`src/rtl/manual_param_scheduler.sv`:
```
// Shares INC/DEC/SEL push-buttons among N_PARAM saturating parameters, with debounce and hold-to-repeat.
// Latency: a value or o_sel changes on the edge after the debounced press event; there is no backpressure, and presses during HOLD/REPEAT are dropped.
module manual_param_scheduler #(
    parameter int N_PARAM      = 4,
    parameter int N_BIT        = 8,
    parameter int STEP         = 1,
    parameter int VAL_MIN      = 0,
    parameter int VAL_MAX      = 255,
    parameter int VAL_RST      = 0,
    parameter int DEBOUNCE_CYC = 500000,
    parameter int HOLD_CYC     = 25000000,
    parameter int REPEAT_CYC   = 5000000,
    localparam int SEL_W       = $clog2(N_PARAM)
) (
    input  logic                     i_CLK,
    input  logic                     i_RST,
    input  logic                     i_inc_btn,
    input  logic                     i_dec_btn,
    input  logic                     i_sel_btn,
    output logic [SEL_W-1:0]         o_sel,
    output logic [N_PARAM*N_BIT-1:0] o_values,
    output logic [N_BIT-1:0]         o_cur_value,
    output logic                     o_update
);
    localparam int DB_W  = $clog2(DEBOUNCE_CYC + 1);
    localparam int CNT_MAX = (HOLD_CYC > REPEAT_CYC) ? HOLD_CYC : REPEAT_CYC;
    localparam int CNT_W = $clog2(CNT_MAX + 1);
    localparam logic [N_BIT:0] STEP_X = (N_BIT+1)'(STEP);
    localparam logic [N_BIT:0] MIN_X  = (N_BIT+1)'(VAL_MIN);
    localparam logic [N_BIT:0] MAX_X  = (N_BIT+1)'(VAL_MAX);

    typedef enum logic [1:0] {IDLE, HOLD, REPEAT} state_t;

    // Button bit order: 0 = inc, 1 = dec, 2 = sel
    logic [2:0]      btn_raw, btn_s1, btn_s2, btn_lvl, btn_prs;
    logic [DB_W-1:0] db_cnt [3];

    assign btn_raw = {i_sel_btn, i_dec_btn, i_inc_btn};

    always_ff @(posedge i_CLK) begin
        if (!i_RST) begin
            btn_s1  <= '1;
            btn_s2  <= '1;
            btn_lvl <= '1;
            btn_prs <= '0;
            for (int i = 0; i < 3; i++) db_cnt[i] <= '0;
        end else begin
            btn_s1 <= btn_raw;
            btn_s2 <= btn_s1;
            for (int i = 0; i < 3; i++) begin
                btn_prs[i] <= 1'b0;
                if (btn_s2[i] != btn_lvl[i]) begin
                    if (db_cnt[i] == DB_W'(DEBOUNCE_CYC - 1)) begin
                        btn_lvl[i] <= btn_s2[i];
                        btn_prs[i] <= btn_lvl[i];
                        db_cnt[i]  <= '0;
                    end else begin
                        db_cnt[i] <= db_cnt[i] + 1'b1;
                    end
                end else begin
                    db_cnt[i] <= '0;
                end
            end
        end
    end

    state_t           state, state_n;
    logic             dir_up, dir_up_n;
    logic [CNT_W-1:0] cnt, cnt_n;
    logic             held, hold_done, rep_done;
    logic             step_up, step_dn, sel_adv;

    assign held      = dir_up ? ~btn_lvl[0] : ~btn_lvl[1];
    assign hold_done = (cnt == CNT_W'(HOLD_CYC - 1));
    assign rep_done  = (cnt == CNT_W'(REPEAT_CYC - 1));

    always_ff @(posedge i_CLK) begin
        if (!i_RST) begin
            state  <= IDLE;
            dir_up <= 1'b0;
            cnt    <= '0;
        end else begin
            state  <= state_n;
            dir_up <= dir_up_n;
            cnt    <= cnt_n;
        end
    end

    always_comb begin
        state_n  = state;
        dir_up_n = dir_up;
        case (state)
            IDLE: begin
                if (!btn_prs[2] && (btn_prs[0] != btn_prs[1])) begin
                    state_n  = HOLD;
                    dir_up_n = btn_prs[0];
                end
            end
            HOLD:    if (!held) state_n = IDLE; else if (hold_done) state_n = REPEAT;
            REPEAT:  if (!held) state_n = IDLE;
            default: state_n = IDLE;
        endcase
    end

    always_comb begin
        step_up = 1'b0;
        step_dn = 1'b0;
        sel_adv = 1'b0;
        cnt_n   = '0;
        case (state)
            IDLE: begin
                sel_adv = btn_prs[2];
                step_up = !btn_prs[2] && btn_prs[0] && !btn_prs[1];
                step_dn = !btn_prs[2] && btn_prs[1] && !btn_prs[0];
            end
            HOLD, REPEAT: begin
                if (held) begin
                    if ((state == HOLD) ? hold_done : rep_done) begin
                        step_up = dir_up;
                        step_dn = !dir_up;
                    end else begin
                        cnt_n = cnt + 1'b1;
                    end
                end
            end
            default: ;
        endcase
    end

    logic [N_BIT-1:0] val [N_PARAM];
    logic [N_BIT:0]   cur_x, up_x, dn_x;
    logic [N_BIT-1:0] new_val;

    // Saturation is evaluated one bit wider so neither bound can wrap
    always_comb begin
        cur_x   = {1'b0, val[o_sel]};
        up_x    = cur_x + STEP_X;
        dn_x    = cur_x - STEP_X;
        new_val = val[o_sel];
        if (step_up) new_val = (up_x > MAX_X) ? MAX_X[N_BIT-1:0] : up_x[N_BIT-1:0];
        if (step_dn) new_val = (cur_x < MIN_X + STEP_X) ? MIN_X[N_BIT-1:0] : dn_x[N_BIT-1:0];
    end

    always_ff @(posedge i_CLK) begin
        if (!i_RST) begin
            for (int k = 0; k < N_PARAM; k++) val[k] <= N_BIT'(VAL_RST);
            o_sel    <= '0;
            o_update <= 1'b0;
        end else begin
            o_update <= 1'b0;
            if ((step_up || step_dn) && (new_val != val[o_sel])) begin
                val[o_sel] <= new_val;
                o_update   <= 1'b1;
            end
            if (sel_adv)
                o_sel <= (o_sel == SEL_W'(N_PARAM - 1)) ? '0 : o_sel + 1'b1;
        end
    end

    always_comb begin
        o_values = '0;
        for (int k = 0; k < N_PARAM; k++) o_values[k*N_BIT +: N_BIT] = val[k];
    end

    assign o_cur_value = val[o_sel];

endmodule

```
`config.mk`:
```
export PLATFORM = sky130hd
export DESIGN_NAME = manual_param_scheduler
export DESIGN_NICKNAME = d
export VERILOG_FILES = /design/src/rtl/manual_param_scheduler.sv
export SDC_FILE = /design/constraint.sdc
export NUM_CORES = 1
export LEC_CHECK = 0
export CAP_MARGIN = 20
export CORE_ASPECT_RATIO = 0.7
export CORE_MARGIN = 5
export CORE_UTILIZATION = 51
export CTS_BUF_LIST = sky130_fd_sc_hd__clkbuf_8
export DETAILED_ROUTE_END_ITERATION = 10
export GPL_TIMING_DRIVEN = 0
export PLACE_DENSITY = 0.82
export SLEW_MARGIN = 20
export SYNTH_ARGS = -nofsm -noshare
export SYNTH_HDL_FRONTEND = slang
export SYNTH_SLANG_ARGS = --single-unit
export TNS_END_PERCENT = 5
```
`constraint.sdc`:
```
create_clock -name i_CLK -period 3.4 [get_ports i_CLK]
set_input_delay 0.34 -clock i_CLK [delete_from_list [all_inputs] [get_ports i_CLK]]
set_output_delay 0.34 -clock i_CLK [all_outputs]
set_load 0.02 [all_outputs]
```
==> qor_table.md, run 1 <==
| Stage | Item | Reported |
| --- | --- | --- |
| route | Routed Wire Length | 14.9 mm |
| global route | Wire length of the first global-routing pass | 24.5 mm |
| route | Number of nets still failing antenna checks after routing | 0 |
| route | Vias per cell | 5.35 |
| floorplanning | Floorplan die area | 16300 µm² |
| yosys | Cell area after synthesis | 7060 µm² |
| clocking | Inserted Clock Buffers | 17 |
| clocking | CTS clk-pin slew, worst paths | 0.07 ns |
| final layout | Layout Area Growth over Synthesis | 20.0% |
| yosys | Number of register bits inferred by synthesis | 134 |
| clocking | CTS sink count | 134 |
| yosys | Number of enable flip-flop cells after synthesis | 89 |
| floorplanning | Area of the core region | 13700 µm² |
| global route | Pin count of the biggest net entering global routing | 17 |
| final layout | Multi-input gate area in the final layout | 3560 µm² |
| power and ir drop | Switching power | 780 µW |
| route | Via count | 5357 |
| sta | Achievable Freq | 301 MHz |
| clocking | Deepest clock path buffer count | 2 |
| worst hold path | Path category of the worst min-delay check | input port to register |
| global route | Via count of the first global-routing pass | 5066 |
| flow run | Count of max-cap constraint violations | 0 |
| sta | Final critical-path share of the clock period | 97.6% |
| yosys | Number of different library cells in the post-synthesis netlist | 63 |
| clocking | Hold_buf cts | 0 |
| yosys | Average cell area after synthesis | 10.4 µm² |
| yosys | Yosys warning count | 0 |
| route | Drt drc | 0 |
| setup path | Crit path DAT | 3.49 ns |
| sta | Final worst slack | 0.0830 ns |
| sta | Setup-violating endpoint count in the final report | 0 |
| setup path | Kind of end point of the critical path | register |
| floorplanning | Number of rows created at floorplan | 36 |
| floorplanning | Horizontal die dimension | 151 µm |
| power and ir drop | Worst VDD drop | 0.000269 V |
| sta | Pins Over Slew Limit | 0 |
| final layout | Number of inserted diodes | 0 |
| power and ir drop | Ratio of total power to cell area | 401 nW/µm² |
| setup path | Critical path class | register to register |
| yosys | Gate count of the mapped netlist | 677 |
| placed design | Detail Placement HPWL | 10.4 mm |
| yosys | Commonest register cell after synthesis | sky130_fd_sc_hd__edfxtp_1 |
| sta | Worst relative slew slack | 49.6% |
| placed design | Setup Slack @ Placement | -0.185 ns |
| sta | Crit path time final | 3.32 ns |
| setup path | Kind of start point of the critical path | register |
| clocking | Root buffer selected by CTS | sky130_fd_sc_hd__clkbuf_8 |
| clocking | CTS tree | done |
| placed design | Number of input and output port buffers inserted | 46 |
| setup path | CP required | 3.57 ns |
| yosys | Sequential fraction of the synthesis area | 50.6% |
| power and ir drop | Overall power consumption | 3.40 mW |
| global route | GR Overflow Total | 0 |
| power and ir drop | Static power due to leakage | 2.88 nW |
| final layout | FILL cells | 1093 |
| final layout | Fraction of final layout cells with drive strength greater than 1 | 10.7% |
| setup path | Maximum fanout along the worst path | 10 |
| power and ir drop | Clk network pwr share | 40.8% |
| sta | Post-Route Setup TNS | 0 ns |
| power and ir drop | Internal portion of total power | 2.62 mW |
| floorplanning | Vertical extent of the die | 108 µm |
| floorplanning | Top-level port count | 48 |
| outcome | Status | finished, final reports clean |
| sta | Post-route clock skew | 0.0119 ns |
| route | Initial DRC count | 490 |
| power and ir drop | Part of the total power dissipated in combinational logic | 5.7% |
| floorplanning | Initial Utilization | 51.4% |
| clocking | CTS H-Tree Depth | 4 |
| route | Detailed Routing Iterations Pass 1 | 6 |
| power and ir drop | Switching part of the total | 23.0% |
| yosys | Fraction of registers with async set or reset after synthesis | 0% |
| placed design | Routability congestion estimate | 0.812 |
| final layout | Nets | 814 |
| route | Detailed-route wire length per cell | 14.9 µm |
| global route | Aggregate global-route resource usage | 18.9% |
| sta | Fin. Hold Viols | 0 |
| global route | Antenna violations before repair | 0 |
| power and ir drop | Sequential Power Share | 53.5% |
| final layout | Sequential cell area | 3570 µm² |
| clocking | Worst-skew pair later-pin latency | 0.44 ns |
| sta | Worst Max-Slew Pin Slew | 0.756 ns |
-- Yosys cell counts (5+ instances only) --
cell type | number | area share, %
sky130_fd_sc_hd__buf_2 | 8 | 0.57
sky130_fd_sc_hd__nand3_1 | 39 | 2.8
sky130_fd_sc_hd__xnor2_1 | 23 | 2.9
sky130_fd_sc_hd__dfxtp_1 | 45 | 13
sky130_fd_sc_hd__xor2_1 | 54 | 6.7
sky130_fd_sc_hd__nor3_1 | 15 | 1.1
sky130_fd_sc_hd__o21ai_0 | 9 | 0.64
sky130_fd_sc_hd__nor3_2 | 12 | 1.7
sky130_fd_sc_hd__clkbuf_1 | 11 | 0.59
sky130_fd_sc_hd__nor2b_1 | 8 | 0.71
sky130_fd_sc_hd__nand2_1 | 52 | 2.8
sky130_fd_sc_hd__a21oi_1 | 14 | 0.99
sky130_fd_sc_hd__ha_1 | 11 | 2.0
sky130_fd_sc_hd__and2_1 | 5 | 0.44
sky130_fd_sc_hd__and4_1 | 6 | 0.74
sky130_fd_sc_hd__nor2_1 | 116 | 6.2
sky130_fd_sc_hd__mux4_2 | 8 | 2.6
sky130_fd_sc_hd__nor4b_1 | 13 | 1.6
sky130_fd_sc_hd__edfxtp_1 | 89 | 38
sky130_fd_sc_hd__and3_1 | 20 | 1.8
sky130_fd_sc_hd__inv_1 | 15 | 0.80
sky130_fd_sc_hd__nor4_1 | 8 | 0.71
sky130_fd_sc_hd__nor4_2 | 5 | 0.89
sky130_fd_sc_hd__nand4_1 | 20 | 1.8
sky130_fd_sc_hd__nand2b_1 | 13 | 1.2
-- power by group through the flow --
| stage | combinational (mW) | clock [mW] | sequential [mW] |
|---|---|---|---|
| detailed placement | 0.183 | 0 | 1.86 |
| floorplan | 0.106 | 0 | 1.86 |
| global placement | 0.180 | 0 | 1.85 |
| CTS | 0.187 | 1.40 | 1.82 |
| finish | 0.194 | 1.39 | 1.82 |
| global route | 0.212 | 1.49 | 1.82 |
-- cells in the final DEF, fill, tap and decap left out, drive strengths merged, types with 3 or more instances in the layout --
cell | synthesis | routed
nor2 | 117 | 117
edfxtp | 89 | 89
conb | 1 | 57
xor2 | 54 | 54
nand2 | 53 | 53
clkdlybuf4s50 | 0 | 46
dfxtp | 45 | 45
nand3 | 39 | 39
clkbuf | 12 | 30
nor3 | 28 | 28
xnor2 | 23 | 23
and3 | 20 | 20
nand4 | 20 | 20
inv | 16 | 19
a21oi | 16 | 16
buf | 15 | 16
nand2b | 13 | 13
nor4b | 13 | 13
o21ai | 13 | 13
nor4 | 13 | 13
ha | 11 | 11
mux4 | 8 | 8
nor2b | 8 | 8
and4 | 6 | 6
and2 | 5 | 5
mux2i | 5 | 5
o211ai | 4 | 4
clkinv | 0 | 4
bufinv | 0 | 3
clkinvlp | 0 | 3
o31ai | 3 | 3
-- area by class of cell --
type	instances	area share [%]
buffer	26	1.64
clock buffer	19	3.09
clock inverter	13	1.80
inverter	16	0.709
multi-input combinational	556	42.1
sequential	134	42.2
tap	190	2.81
timing repair buffer	47	5.68
-- routing by layer --
layer | track usage, % | wire [µm]
met3 | 4.48 | 1120
met2 | 29.3 | 6790
met5 | 0 | 0
met4 | 6.08 | 241
met1 | 26.3 | 6790
-- sequential cells by signal (all words and copies together), names as in the netlist, named ones only --
register and flops:
state 2, cnt 25, db_cnt 57, o_sel 2, o_update 1, btn_prs 3, btn_s1 3, val 32
btn_lvl 3, dir_up 1, btn_s2 3
-- what timing repair did --
item | 4_1_cts | 5_1_grt
endpoints found under the setup margin | 32 | 43
endpoints found under the hold margin | 0 | 0
setup buffers | 0 | 1
resized for setup | 5 | 6
pin swaps | 0 | 3
-- worst paths after layout --
path | start | cells after the start | to | slack (ns)
max | register | 11 | val[3][0]$_DFFE_PP_ | 0.08
min | i_RST | 2 | btn_s2[2]$_SDFF_PN1_ | 0.20
max reg2reg | register | 11 | val[3][0]$_DFFE_PP_ | 0.08
min reg2reg | btn_s1[1]$_SDFF_PN1_ | 1 | btn_s2[1]$_SDFF_PN1_ | 0.41
-- metrics by stage --
step	utilization [%]	hold slack, ns	instances	cell area (µm²)
6_report	61.6	0.195	1001	8470
5_1_grt	61.6	0.192	1001	8470
4_1_cts	61.2	0.184	1001	8410
3_5_place_dp	58.0	0.397	969	7970
3_3_place_gp	58.0	0.389	969	7970
2_1_floorplan	-	0.386	733	7270
-- worst max-delay path, cell delays in order (launching register included) --
cell and delay [ns]:
sky130_fd_sc_hd__dfxtp_1 0.33, sky130_fd_sc_hd__buf_6 0.17, sky130_fd_sc_hd__mux4_2 0.64, sky130_fd_sc_hd__ha_1 0.31
sky130_fd_sc_hd__nand4_1 0.21, sky130_fd_sc_hd__nor2_2 0.10, sky130_fd_sc_hd__a21oi_2 0.22, sky130_fd_sc_hd__nand2_4 0.14
sky130_fd_sc_hd__mux2i_4 0.23, sky130_fd_sc_hd__o31ai_4 0.36, sky130_fd_sc_hd__buf_4 0.27, sky130_fd_sc_hd__nor2_1 0.07
-- cell families after synthesis --
logic type / synth area share [%]
XOR/XNOR: 9.56
multiplexers: 3.44
AND/OR/NAND/NOR: 25.8
other: 0.0531
AO/OA/AOI/OAI: 5.67
flip-flops: 50.6
buffers and inverters: 2.87
adder cells (fa/ha/maj): 1.95
No activity file was read; power rests on OpenSTA's default activity.
==> run 2, diff against run 1 <==
--- a/config.mk
+++ b/config.mk
@@ -13,6 +13,7 @@
 export DETAILED_ROUTE_END_ITERATION = 10
 export GPL_TIMING_DRIVEN = 0
 export PLACE_DENSITY = 0.82
+export REMOVE_ABC_BUFFERS = 1
 export SLEW_MARGIN = 20
 export SYNTH_ARGS = -nofsm -noshare
 export SYNTH_HDL_FRONTEND = slang
==> constraint.sdc (replaced) <==
create_clock -name i_CLK -period 3.4 [get_ports i_CLK]
set_input_delay 0.34 -clock i_CLK [delete_from_list [all_inputs] [get_ports i_CLK]]
set_output_delay 0.34 -clock i_CLK [all_outputs]
set_load 0.1 [all_outputs]
==> run 2 against run 1 <==
  * Clock skew barely moved
  * Routed wire length fell by 2.9%
  * Non-clock buffer count fell by 18
  * Cell count fell by 1.8%
  * Worst setup slack improved by 0.068 ns
==> qor_table.md, run 2 (synthesis results as in run 1) <==
| Stage | Item | Reported | Delta |
| --- | --- | --- | --- |
| placed design | Post-placement cell area | 7890 µm² | -1.0% |
| final layout | Layout Area Growth over Synthesis | 20.0% | unchanged |
| worst hold path | Startpoint of the worst hold path | btn_s1[2]$_SDFF_PN1_ |  |
| setup path | Worst reg2reg path startpoint | cnt[0]$_SDFF_PP0_ |  |
| clocking | Inserted Clock Buffers | 17 | unchanged |
| setup path | Number of cell instances on the worst register-to-register path | 9 | -2 |
| flow run | Count of max-cap constraint violations | 0 | unchanged |
| clocking | CTS sink count | 134 | unchanged |
| global route | GR Overflow Total | 0 | unchanged |
| sta | Crit path time final | 3.25 ns | -0.0679 ns |
| setup path | R2r setup slk | 0.15 ns | +0.07 ns |
| power and ir drop | Ratio of total power to cell area | 433 nW/µm² | +7.8% |
| route | Initial DRC count | 361 | -26% |
| final layout | Finished Layout Cells | 983 | -1.8% |
| clocking | Deepest clock path buffer count | 2 | unchanged |
| global route | Antenna violations before repair | 0 | unchanged |
| setup path | Kind of end point of the critical path | register |  |
| power and ir drop | Static power due to leakage | 2.87 nW | -0.36% |
| setup path | R2R Path End | val[1][3]$_SDFFCE_PN0P_ |  |
| global route | Aggregate global-route resource usage | 18.7% | -0.14 points |
| clocking | Root buffer selected by CTS | sky130_fd_sc_hd__clkbuf_8 |  |
| global route | Pin count of the biggest net entering global routing | 27 | +10 |
| setup path | Worst Setup SP | cnt[0]$_SDFF_PP0_ |  |
| final layout | Largest registers | db_cnt: 57 flops, val: 32 flops, cnt: 25 flops |  |
| setup path | Maximum fanout along the worst path | 8 | -2 |
| floorplanning | Top-level port count | 48 | unchanged |
| route | Routed Wire Length | 14.5 mm | -2.9% |
| outcome | Status | finished, final reports clean |  |
| setup path | CP required | 3.47 ns | -0.10 ns |
| placed design | Routability congestion estimate | 0.874 | +7.5% |
| final layout | Fraction of final layout cells with drive strength greater than 1 | 11.1% | +0.37 points |
| setup path | Kind of start point of the critical path | register |  |
| setup path | Highest-delay cell along the critical path | sky130_fd_sc_hd__o21ai_2 |  |
| route | Drt drc | 0 | unchanged |
| route | Via count | 5219 | -2.6% |
| sta | Setup-violating endpoint count in the final report | 0 | unchanged |
| sta | Worst Max-Slew Pin Slew | 1.14 ns | +0.382 ns |
| route | Number of nets still failing antenna checks after routing | 0 | unchanged |
| placed design | Placed Instances | 948 | -2.2% |
| worst hold path | Worst hold path stage count | 1 | -1 |
| setup path | Crit path DAT | 3.32 ns | -0.17 ns |
| worst hold path | Path category of the worst min-delay check | register to register |  |
| final layout | Number of inserted diodes | 0 | unchanged |
| route | Detailed Routing Iterations Pass 1 | 5 | -1 |
| route | Detailed-route wire length per cell | 14.8 µm | -1.1% |
| clocking | CTS clk-pin slew, worst paths | 0.08 ns | about the same |
| final layout | Leading cell types in the layout, fill and taps excluded | sky130_fd_sc_hd__nor2_1, sky130_fd_sc_hd__edfxtp_1, sky130_fd_sc_hd__conb_1 |  |
| sta | Final critical-path share of the clock period | 95.6% | -2.0 points |
| sta | Final worst slack | 0.151 ns | +0.0679 ns |
| final layout | Core utilization of the finished layout | 61.6% | unchanged |
| floorplanning | Floorplan die area | 16300 µm² | unchanged |
| final layout | FILL cells | 1106 | +1.2% |
| setup path | Critical path class | register to register |  |
| floorplanning | Horizontal die dimension | 151 µm | unchanged |
| placed design | Detail Placement HPWL | 10.2 mm | -2.4% |
| floorplanning | Number of rows created at floorplan | 36 | unchanged |
| global route | Wire length of the first global-routing pass | 24.2 mm | -1.4% |
| power and ir drop | Overall power consumption | 3.66 mW | +7.8% |
| final layout | Commonest non-fill, non-tap cell in the layout | sky130_fd_sc_hd__nor2_1 |  |
| clocking | Worst-skew pair later-pin latency | 0.44 ns | about the same |
| clocking | Hold_buf cts | 0 | unchanged |
| worst hold path | Hold path endpoint | btn_s2[2]$_SDFF_PN1_ |  |
| sta | Pins Over Slew Limit | 0 | unchanged |
| floorplanning | Area of the core region | 13700 µm² | unchanged |
| final layout | Register ranked first by flip-flop count | db_cnt |  |
| power and ir drop | Worst VDD drop | 0.000294 V | +9.1% |
| final layout | Nets | 796 | -2.2% |
| sta | Fin. Hold Viols | 0 | unchanged |
| sta | Worst relative slew slack | 23.9% | -26 points |
| setup path | Ordered cell list for the critical path | ha_1 -> and2_1 -> nand4_1 -> a2111oi_4 -> a21oi_2 -> a2111o_1 -> mux2i_4 -> nor3_4 -> o21ai_2 |  |
| setup path | Longest individual stage delay on the worst path | 0.48 ns | -0.16 ns |
| final layout | Number of flip-flops under the largest register name | 57 | unchanged |
| placed design | Setup Slack @ Placement | -0.522 ns | -0.337 ns |
| clocking | CTS H-Tree Depth | 4 | unchanged |
| floorplanning | Vertical extent of the die | 108 µm | unchanged |
| global route | Via count of the first global-routing pass | 5036 | -0.59% |
| sta | Post-route clock skew | 0.0115 ns | -0.000421 ns |
| route | Vias per cell | 5.31 | -0.79% |
| floorplanning | Initial Utilization | 51.4% | unchanged |
| placed design | Number of input and output port buffers inserted | 47 | +2.2% |
| clocking | CTS tree | done |  |
| sta | Achievable Freq | 308 MHz | +2.1% |
| final layout | Post-route cell area | 8470 µm² | unchanged |
run 2: metrics by stage:
stage	hold slack, ns	setup TNS [ns]
detailed placement	0.397	-19.96
global route	0.423	-0.00300
finish	0.411	0
global placement	0.393	-44.74
floorplan	0.386	-43.59
CTS	0.411	-0.00252
run 2: metal layers:
layer  vias to the layer above  global-route usage (%)  routed length [µm]
met5                         -                       0                   0
met4                         0                    6.60                 199
met3                        22                    4.15                 778
met2                       128                    29.6                6710
met1                      2485                    25.6                6810
li1                       2584                       -                   -
run 2: worst max path at each step:
| stage | slack (ns) | to | cells past startpoint |
|---|---|---|---|
| 2_1_floorplan | -0.80 | val[0][0]$_SDFFCE_PN0P_ | 8 |
| 3_3_place_gp | -0.98 | val[0][7]$_SDFFCE_PN0P_ | 9 |
| 5_1_grt | -0.003 | val[0][3]$_SDFFCE_PN0P_ | 11 |
| 4_1_cts | -0.001 | val[3][7]$_DFFE_PP_ | 9 |
| 3_5_place_dp | -0.52 | val[3][2]$_DFFE_PP_ | 9 |
| 6_report | 0.15 | val[1][3]$_SDFFCE_PN0P_ | 9 |
run 2: where the power goes:
part | internal [mW] | leakage (nW) | switching [mW]
sequential | 1.78 | 1.28 | 0.0388
combinational | 0.0769 | 1.36 | 0.214
clock | 0.902 | 0.232 | 0.654
run 2: critical path, delay by kind of cell (launching register included):
kind | cells | cell delay (ns)
AOI/OAI and AO/OA | 4 | 1.42
adders and majority gates | 1 | 0.22
DFF | 1 | 0.36
muxes | 1 | 0.24
and+or+nand+nor | 3 | 0.64
run 2: repair_timing:
item	in CTS	in global routing
setup buffers	1	1
pin swaps	1	2
gates resized for setup	5	14
endpoints found under the setup margin	65	44
endpoints found under the hold margin	0	0
run 2: final cells by class:
type,count,area (µm²),share of cell area (%)
Sequential cell,134,3580,42.3
Multi-Input combinational cell,556,3570,42.2
Inverter,16,60.1,0.709
Clock inverter,14,219,2.59
Timing Repair Buffer,55,549,6.49
Clock buffer,18,248,2.93
Tap cell,190,238,2.81
